**config.mk**
```make
export PLATFORM = sky130hd
export DESIGN_NAME = ccastles_vram_arbiter
export DESIGN_NICKNAME = d
export VERILOG_FILES = /design/src/rtl/ccastles_vram_arbiter.sv
export SDC_FILE = /design/constraint.sdc
export NUM_CORES = 1
export LEC_CHECK = 0
export ABC_AREA = 1
export CORE_ASPECT_RATIO = 0.7
export CORE_UTILIZATION = 23
export CTS_CLUSTER_SIZE = 10
export DETAILED_ROUTE_END_ITERATION = 16
export DONT_BUFFER_PORTS = 1
export GPL_TIMING_DRIVEN = 0
export SYNTH_ARGS = -nofsm -noshare
export SYNTH_HDL_FRONTEND = slang
export SYNTH_SLANG_ARGS = --single-unit
```
**constraint.sdc**
```tcl
create_clock -name clk -period 3.2 [get_ports clk]
set_clock_uncertainty 0.2 [all_clocks]
set_input_delay 0.16 -clock clk [delete_from_list [all_inputs] [get_ports clk]]
set_output_delay 0.16 -clock clk [all_outputs]
set_load 0.02 [all_outputs]
```
**src/rtl/ccastles_vram_arbiter.sv**
```systemverilog
// Bitmap video RAM arbiter for ccastles: video > CPU > clear engine, one RAM slot per cycle.
module ccastles_vram_arbiter #(
    parameter int unsigned          ADDR_W         = 15,
    parameter int unsigned          DATA_W         = 8,
    parameter bit                   CLEAR_ON_RESET = 1'b1,
    parameter logic [DATA_W-1:0]    CLEAR_VAL      = '0
) (
    input  logic              clk,
    input  logic              reset_n,
    input  logic              vid_req,
    input  logic [ADDR_W-1:0] vid_addr,
    output logic [DATA_W-1:0] vid_data,
    output logic              vid_valid,
    output logic              vid_overrun,
    input  logic              cpu_req,
    input  logic              cpu_we,
    input  logic [ADDR_W-1:0] cpu_addr,
    input  logic [DATA_W-1:0] cpu_wdata,
    output logic              cpu_ack,
    output logic [DATA_W-1:0] cpu_rdata,
    input  logic              clr_start,
    output logic              clear_busy,
    output logic [ADDR_W-1:0] ram_addr,
    output logic [DATA_W-1:0] ram_din,
    output logic              ram_we,
    input  logic [DATA_W-1:0] ram_dout
);

    typedef enum logic {
        S_IDLE  = 1'b0,
        S_CLEAR = 1'b1
    } state_t;

    localparam state_t RST_STATE = CLEAR_ON_RESET ? S_CLEAR : S_IDLE;

    state_t              state_q;
    logic [ADDR_W-1:0]   clr_cnt_q;
    logic                clear_busy_q;
    logic [ADDR_W-1:0]   ram_addr_q;
    logic [DATA_W-1:0]   ram_din_q;
    logic                ram_we_q;
    logic                vid_pend_q;
    logic [ADDR_W-1:0]   vid_pend_addr_q;
    logic                vid_overrun_q;
    logic                vid_s1_q;
    logic                vid_s2_q;
    logic                vid_valid_q;
    logic [DATA_W-1:0]   vid_data_q;
    logic                cpu_out_q;
    logic                cpu_wr_s1_q;
    logic                cpu_rd_s1_q;
    logic                cpu_rd_s2_q;
    logic                cpu_ack_q;
    logic [DATA_W-1:0]   cpu_rdata_q;

    logic                vid_gnt;
    logic                cpu_gnt;
    logic                clr_gnt;
    logic [ADDR_W-1:0]   vid_gnt_addr;

    // Slot arbitration: exactly one of video, CPU or clear may own the next RAM cycle.
    always_comb begin
        vid_gnt      = vid_req | vid_pend_q;
        vid_gnt_addr = vid_pend_q ? vid_pend_addr_q : vid_addr;
        cpu_gnt      = !vid_gnt && cpu_req && !clear_busy_q && !cpu_out_q;
        clr_gnt      = !vid_gnt && !cpu_gnt && (state_q == S_CLEAR);
    end

    // RAM port, read-return pipelines, clear sequencer and status registers.
    always_ff @(posedge clk or negedge reset_n) begin
        if (!reset_n) begin
            state_q         <= RST_STATE;
            clr_cnt_q       <= '0;
            clear_busy_q    <= CLEAR_ON_RESET;
            ram_addr_q      <= '0;
            ram_din_q       <= '0;
            ram_we_q        <= 1'b0;
            vid_pend_q      <= 1'b0;
            vid_pend_addr_q <= '0;
            vid_overrun_q   <= 1'b0;
            vid_s1_q        <= 1'b0;
            vid_s2_q        <= 1'b0;
            vid_valid_q     <= 1'b0;
            vid_data_q      <= '0;
            cpu_out_q       <= 1'b0;
            cpu_wr_s1_q     <= 1'b0;
            cpu_rd_s1_q     <= 1'b0;
            cpu_rd_s2_q     <= 1'b0;
            cpu_ack_q       <= 1'b0;
            cpu_rdata_q     <= '0;
        end else begin
            ram_we_q <= 1'b0;

            if (vid_gnt) begin
                ram_addr_q <= vid_gnt_addr;
            end else if (cpu_gnt) begin
                ram_addr_q <= cpu_addr;
                ram_din_q  <= cpu_wdata;
                ram_we_q   <= cpu_we;
            end else if (clr_gnt) begin
                ram_addr_q <= clr_cnt_q;
                ram_din_q  <= CLEAR_VAL;
                ram_we_q   <= 1'b1;
                clr_cnt_q  <= clr_cnt_q + ADDR_W'(1);
            end

            // A request colliding with a still-pending one is dropped and flagged.
            if (vid_req && vid_pend_q) begin
                vid_overrun_q <= 1'b1;
            end
            if (vid_req && !vid_gnt) begin
                vid_pend_q      <= 1'b1;
                vid_pend_addr_q <= vid_addr;
            end else if (vid_gnt) begin
                vid_pend_q      <= 1'b0;
            end

            vid_s1_q    <= vid_gnt;
            vid_s2_q    <= vid_s1_q;
            vid_valid_q <= vid_s2_q;
            if (vid_s2_q) begin
                vid_data_q <= ram_dout;
            end

            cpu_wr_s1_q <= cpu_gnt && cpu_we;
            cpu_rd_s1_q <= cpu_gnt && !cpu_we;
            cpu_rd_s2_q <= cpu_rd_s1_q;
            cpu_ack_q   <= cpu_wr_s1_q | cpu_rd_s2_q;
            if (cpu_rd_s2_q) begin
                cpu_rdata_q <= ram_dout;
            end

            // Outstanding from grant through the ack cycle inclusive.
            if (cpu_gnt) begin
                cpu_out_q <= 1'b1;
            end else if (cpu_ack_q) begin
                cpu_out_q <= 1'b0;
            end

            case (state_q)
                S_IDLE: begin
                    if (clr_start) begin
                        state_q      <= S_CLEAR;
                        clr_cnt_q    <= '0;
                        clear_busy_q <= 1'b1;
                    end
                end
                S_CLEAR: begin
                    if (clr_gnt && (&clr_cnt_q)) begin
                        state_q      <= S_IDLE;
                        clear_busy_q <= 1'b0;
                    end
                end
                default: begin
                    state_q <= S_IDLE;
                end
            endcase
        end
    end

    assign ram_addr    = ram_addr_q;
    assign ram_din     = ram_din_q;
    assign ram_we      = ram_we_q;
    assign vid_data    = vid_data_q;
    assign vid_valid   = vid_valid_q;
    assign vid_overrun = vid_overrun_q;
    assign cpu_ack     = cpu_ack_q;
    assign cpu_rdata   = cpu_rdata_q;
    assign clear_busy  = clear_busy_q;

endmodule

```
==> summary.md <==
- **unrepaired setup endpoints after global routing** no
- **average cell area after synthesis** 8.77 sq um
- **Layout Area Growth over Synthesis** 29.1%
- **number of top-level design ports** 96
- **reg-to-reg startpoint** clear_busy
- **required time of the critical path** 3.28 ns
- **result of the run** finished, final reports clean
- **final routed wire length divided by cell count** 14.2 um
- **sum of net half-perimeters after detailed placement** 6750 um
- **peak supply drop** 178 uV
- **number of library cell types mapped by synthesis** 26
- **type of the worst setup path** reg -> reg
- **largest buffer count on any clock path** 2
- **placed insts** 621
- **share of async-settable or async-resettable flops after synthesis** 100%
- **crit share post-route** 75.1%
- **Residual DRC** 0
- **commonest non-fill, non-tap cell in the layout** sky130_fd_sc_hd__nand2_1
- **ratio of routed vias to standard cells** 4.39
- **mux contribution to synthesized area** 4.88%
- **worst r2r dst** ram_addr[14]
- **Synth Net Count** 474
- **layout cells sized above 1** 11.3%
- **placer congestion estimate** 0.845
- **EDFF count, synth** 0
- **die height** 108 um
- **Yosys Warn Count** 0
- **port buffer count** 0
- **Max-Slew Margin vs Limit** 59.7%
- **count of endpoints failing setup in the final report** 0
- **number of clock sinks seen by CTS** 82
- **CTS tree** yes
- **f_max** 416 MHz
- **pin count of the biggest net entering global routing** 83
- **utilization of the core after routing** 30.6%
- **power per cell area** 530 nW/um^2
- **first-pass GRT wire length** 16100 um
- **number of max-cap violations** 0
- **leakage power total** 2.29 nW
- **horizontal extent of the die** 153 um
- **clock root buffer** sky130_fd_sc_hd__clkbuf_16
- **Pins Over Slew Limit** 0
- **cell area after layout** 4770 sq um
- **first element of the critical path** clear_busy
- **initial antenna violation count** 0
- **number of endpoints with negative hold slack in the final report** 0
- **Worst Reg-to-Reg Cells** 8
- **via count of the first global-routing pass** 3129
- **main combinational cell family by area after synthesis** simple AND/OR/NAND/NOR gates
- **drt total wl** 9750 um
- **kind of cell adding the most delay to the critical path** buffers and inverters
- **antenna fix cells** 0
- **number of DRC markers after the initial detailed-route iteration** 177
- **setup total negative slack** 0 ns
- **post-synthesis instance total** 421
- **post-route minimum period** 2.40 ns
- **die outline area** 16600 sq um
- **clock latency reported for the late side of the worst-skew pair** 0.34 ns
- **class of the tightest hold or removal check** in -> async
- **commonest cells after routing, fill and taps aside** 93 x sky130_fd_sc_hd__nand2_1, 82 x sky130_fd_sc_hd__nor2_1, 80 x sky130_fd_sc_hd__dfrtp_1
- **post-placement cell area** 3940 sq um
- **worst hold-check slack** 0.148 ns
- **Post-Synth XOR/XNOR Area** 0.237%
- **minimum setup slack among reg-to-reg paths** 0.80 ns
- **data arrival time of the critical path** 2.48 ns
- **fraction of the yosys area taken by sequential cells** 55.6%
- **overall routing resource usage** 12.7%
- **simple logic cell fraction of the synthesized area** 25.6%
- **worst setup slack before clock tree synthesis** 1.21 ns
- **Post-synth top flop** sky130_fd_sc_hd__dfrtp_1
- **arithmetic-cell share of the synthesized area counting full adders, half adders and majority gates** 0.339%
- **num rows** 38
- **Worst Max-Slew Pin Slew** 0.605 ns
- **number of gates resized after cts** 0
- **sum of buffers and inverters on the critical path** 4
- **share of the synthesized area in compound gates (AO/OA/AOI/OAI)** 5.63%
- **maximum net fanout on the critical path** 10
- **standard cell with the maximum stage delay on the critical path** sky130_fd_sc_hd__dfstp_2
- **overall power** 2.53 mW
- **CTS buffer count** 9
- **Synth Register Bits** 82
- **worst-case setup margin in the final layout** 0.798 ns
- **effective utilization at floorplan** 23.7%
- **CP cell instances** inv_1 > nand3_2 > nand3_1 > buf_4 > nand3_1 > inv_1 > a21oi_1 > dlygate4sd3_1
- **fin nets** 537
- **startpoint type of the worst setup path** flop
- **area of the core** 15600 sq um
- **first-pass iteration count of the detailed router** 4
- **worst stage delay on the critical path** 0.63 ns
- **type of destination of the critical path** flop
- **number of standard cells in the final layout excluding fillers** 688
- **Via Count** 3018
- **Clock transition at path regs** 0.06 ns
- **Netlist Area Pre-Place** 3690 sq um
- **maximum level of the CTS H-tree** 3
- **sum of overflow across all layers after global routing** 0
- **ANT nets after route** 0
[routing by layer]
layer	vias up	share of wire [%]	global-route usage (%)	wire length, um
li1	1435	-	-	-
met5	-	0	0	0
met4	0	1.6	4.36	155
met1	1436	47	16.2	4600
met2	130	43	19.4	4160
met3	17	8.5	5.29	833
[flip-flops by register name (all words and copies together) (netlist names), 8 cells and up]
register / count
vid_pend_addr_q: 15
ram_addr: 15
cpu_rdata: 8
ram_din: 8
clr_cnt_q: 15
vid_data: 8
[repair_timing]
item / 4_1_cts / 5_1_grt
hold endpoints to repair: 132 / 0
hold buffers: 52 / 0
setup buffers: 0 / 0
[cells by family (layout without fill, tap and decap cells)]
group / count (synthesis) / in the layout
multiplexers: 16 / 16
AO/OA/AOI/OAI: 35 / 35
AND/OR/NAND/NOR: 223 / 223
XOR/XNOR: 1 / 1
other: 1 / 1
buffers and inverters: 62 / 129
flip-flops: 82 / 82
adder cells (fa/ha/maj): 1 / 1
[power by group]
| group | switching, mW | internal [mW] |
|---|---|---|
| Sequential | 0.110 | 1.11 |
| Combinational | 0.164 | 0.130 |
| Clock | 0.413 | 0.599 |
[cell type report]
cell class	count	area [sq um]
buffer	29	158
clock buffer	10	229
sequential	82	2050
multi-input combinational	277	1360
clock inverter	5	56.3
timing repair buffer	52	538
tap	200	250
fill	1615	10800
inverter	33	124
[worst max-delay path by stage]
stage / endpoint / cells past startpoint / slack, ns
floorplan: ram_addr[10] / 7 / 1.54
global placement: ram_addr[4] / 7 / 1.24
detailed placement: ram_addr[8] / 7 / 1.21
CTS: ram_addr[7] / 8 / 0.83
global route: ram_addr[13] / 9 / 0.68
finish: ram_addr[14] / 8 / 0.80
[worst reg2reg max path, cell delays in order, from the launching register on]
cell                            delay, ns
sky130_fd_sc_hd__dfstp_2             0.63
sky130_fd_sc_hd__inv_1               0.08
sky130_fd_sc_hd__nand3_2             0.22
sky130_fd_sc_hd__nand3_1             0.13
sky130_fd_sc_hd__buf_4               0.21
sky130_fd_sc_hd__nand3_1             0.09
sky130_fd_sc_hd__inv_1               0.05
sky130_fd_sc_hd__a21oi_1             0.15
sky130_fd_sc_hd__dlygate4sd3_1       0.57
[synth_stat cells, types with 5 or more instances]
| master | instances | area share [%] |
|---|---|---|
| sky130_fd_sc_hd__a21boi_0 | 11 | 2.2 |
| sky130_fd_sc_hd__a21oi_1 | 14 | 1.9 |
| sky130_fd_sc_hd__buf_2 | 6 | 0.81 |
| sky130_fd_sc_hd__buf_6 | 5 | 1.5 |
| sky130_fd_sc_hd__clkbuf_1 | 17 | 1.7 |
| sky130_fd_sc_hd__dfrtp_1 | 80 | 54 |
| sky130_fd_sc_hd__inv_1 | 31 | 3.2 |
| sky130_fd_sc_hd__mux2_2 | 16 | 4.9 |
| sky130_fd_sc_hd__nand2_1 | 93 | 9.5 |
| sky130_fd_sc_hd__nand3_1 | 37 | 5.0 |
| sky130_fd_sc_hd__nor2_1 | 82 | 8.3 |
| sky130_fd_sc_hd__o21ai_0 | 8 | 1.1 |
(Power assumes the default switching activity.)
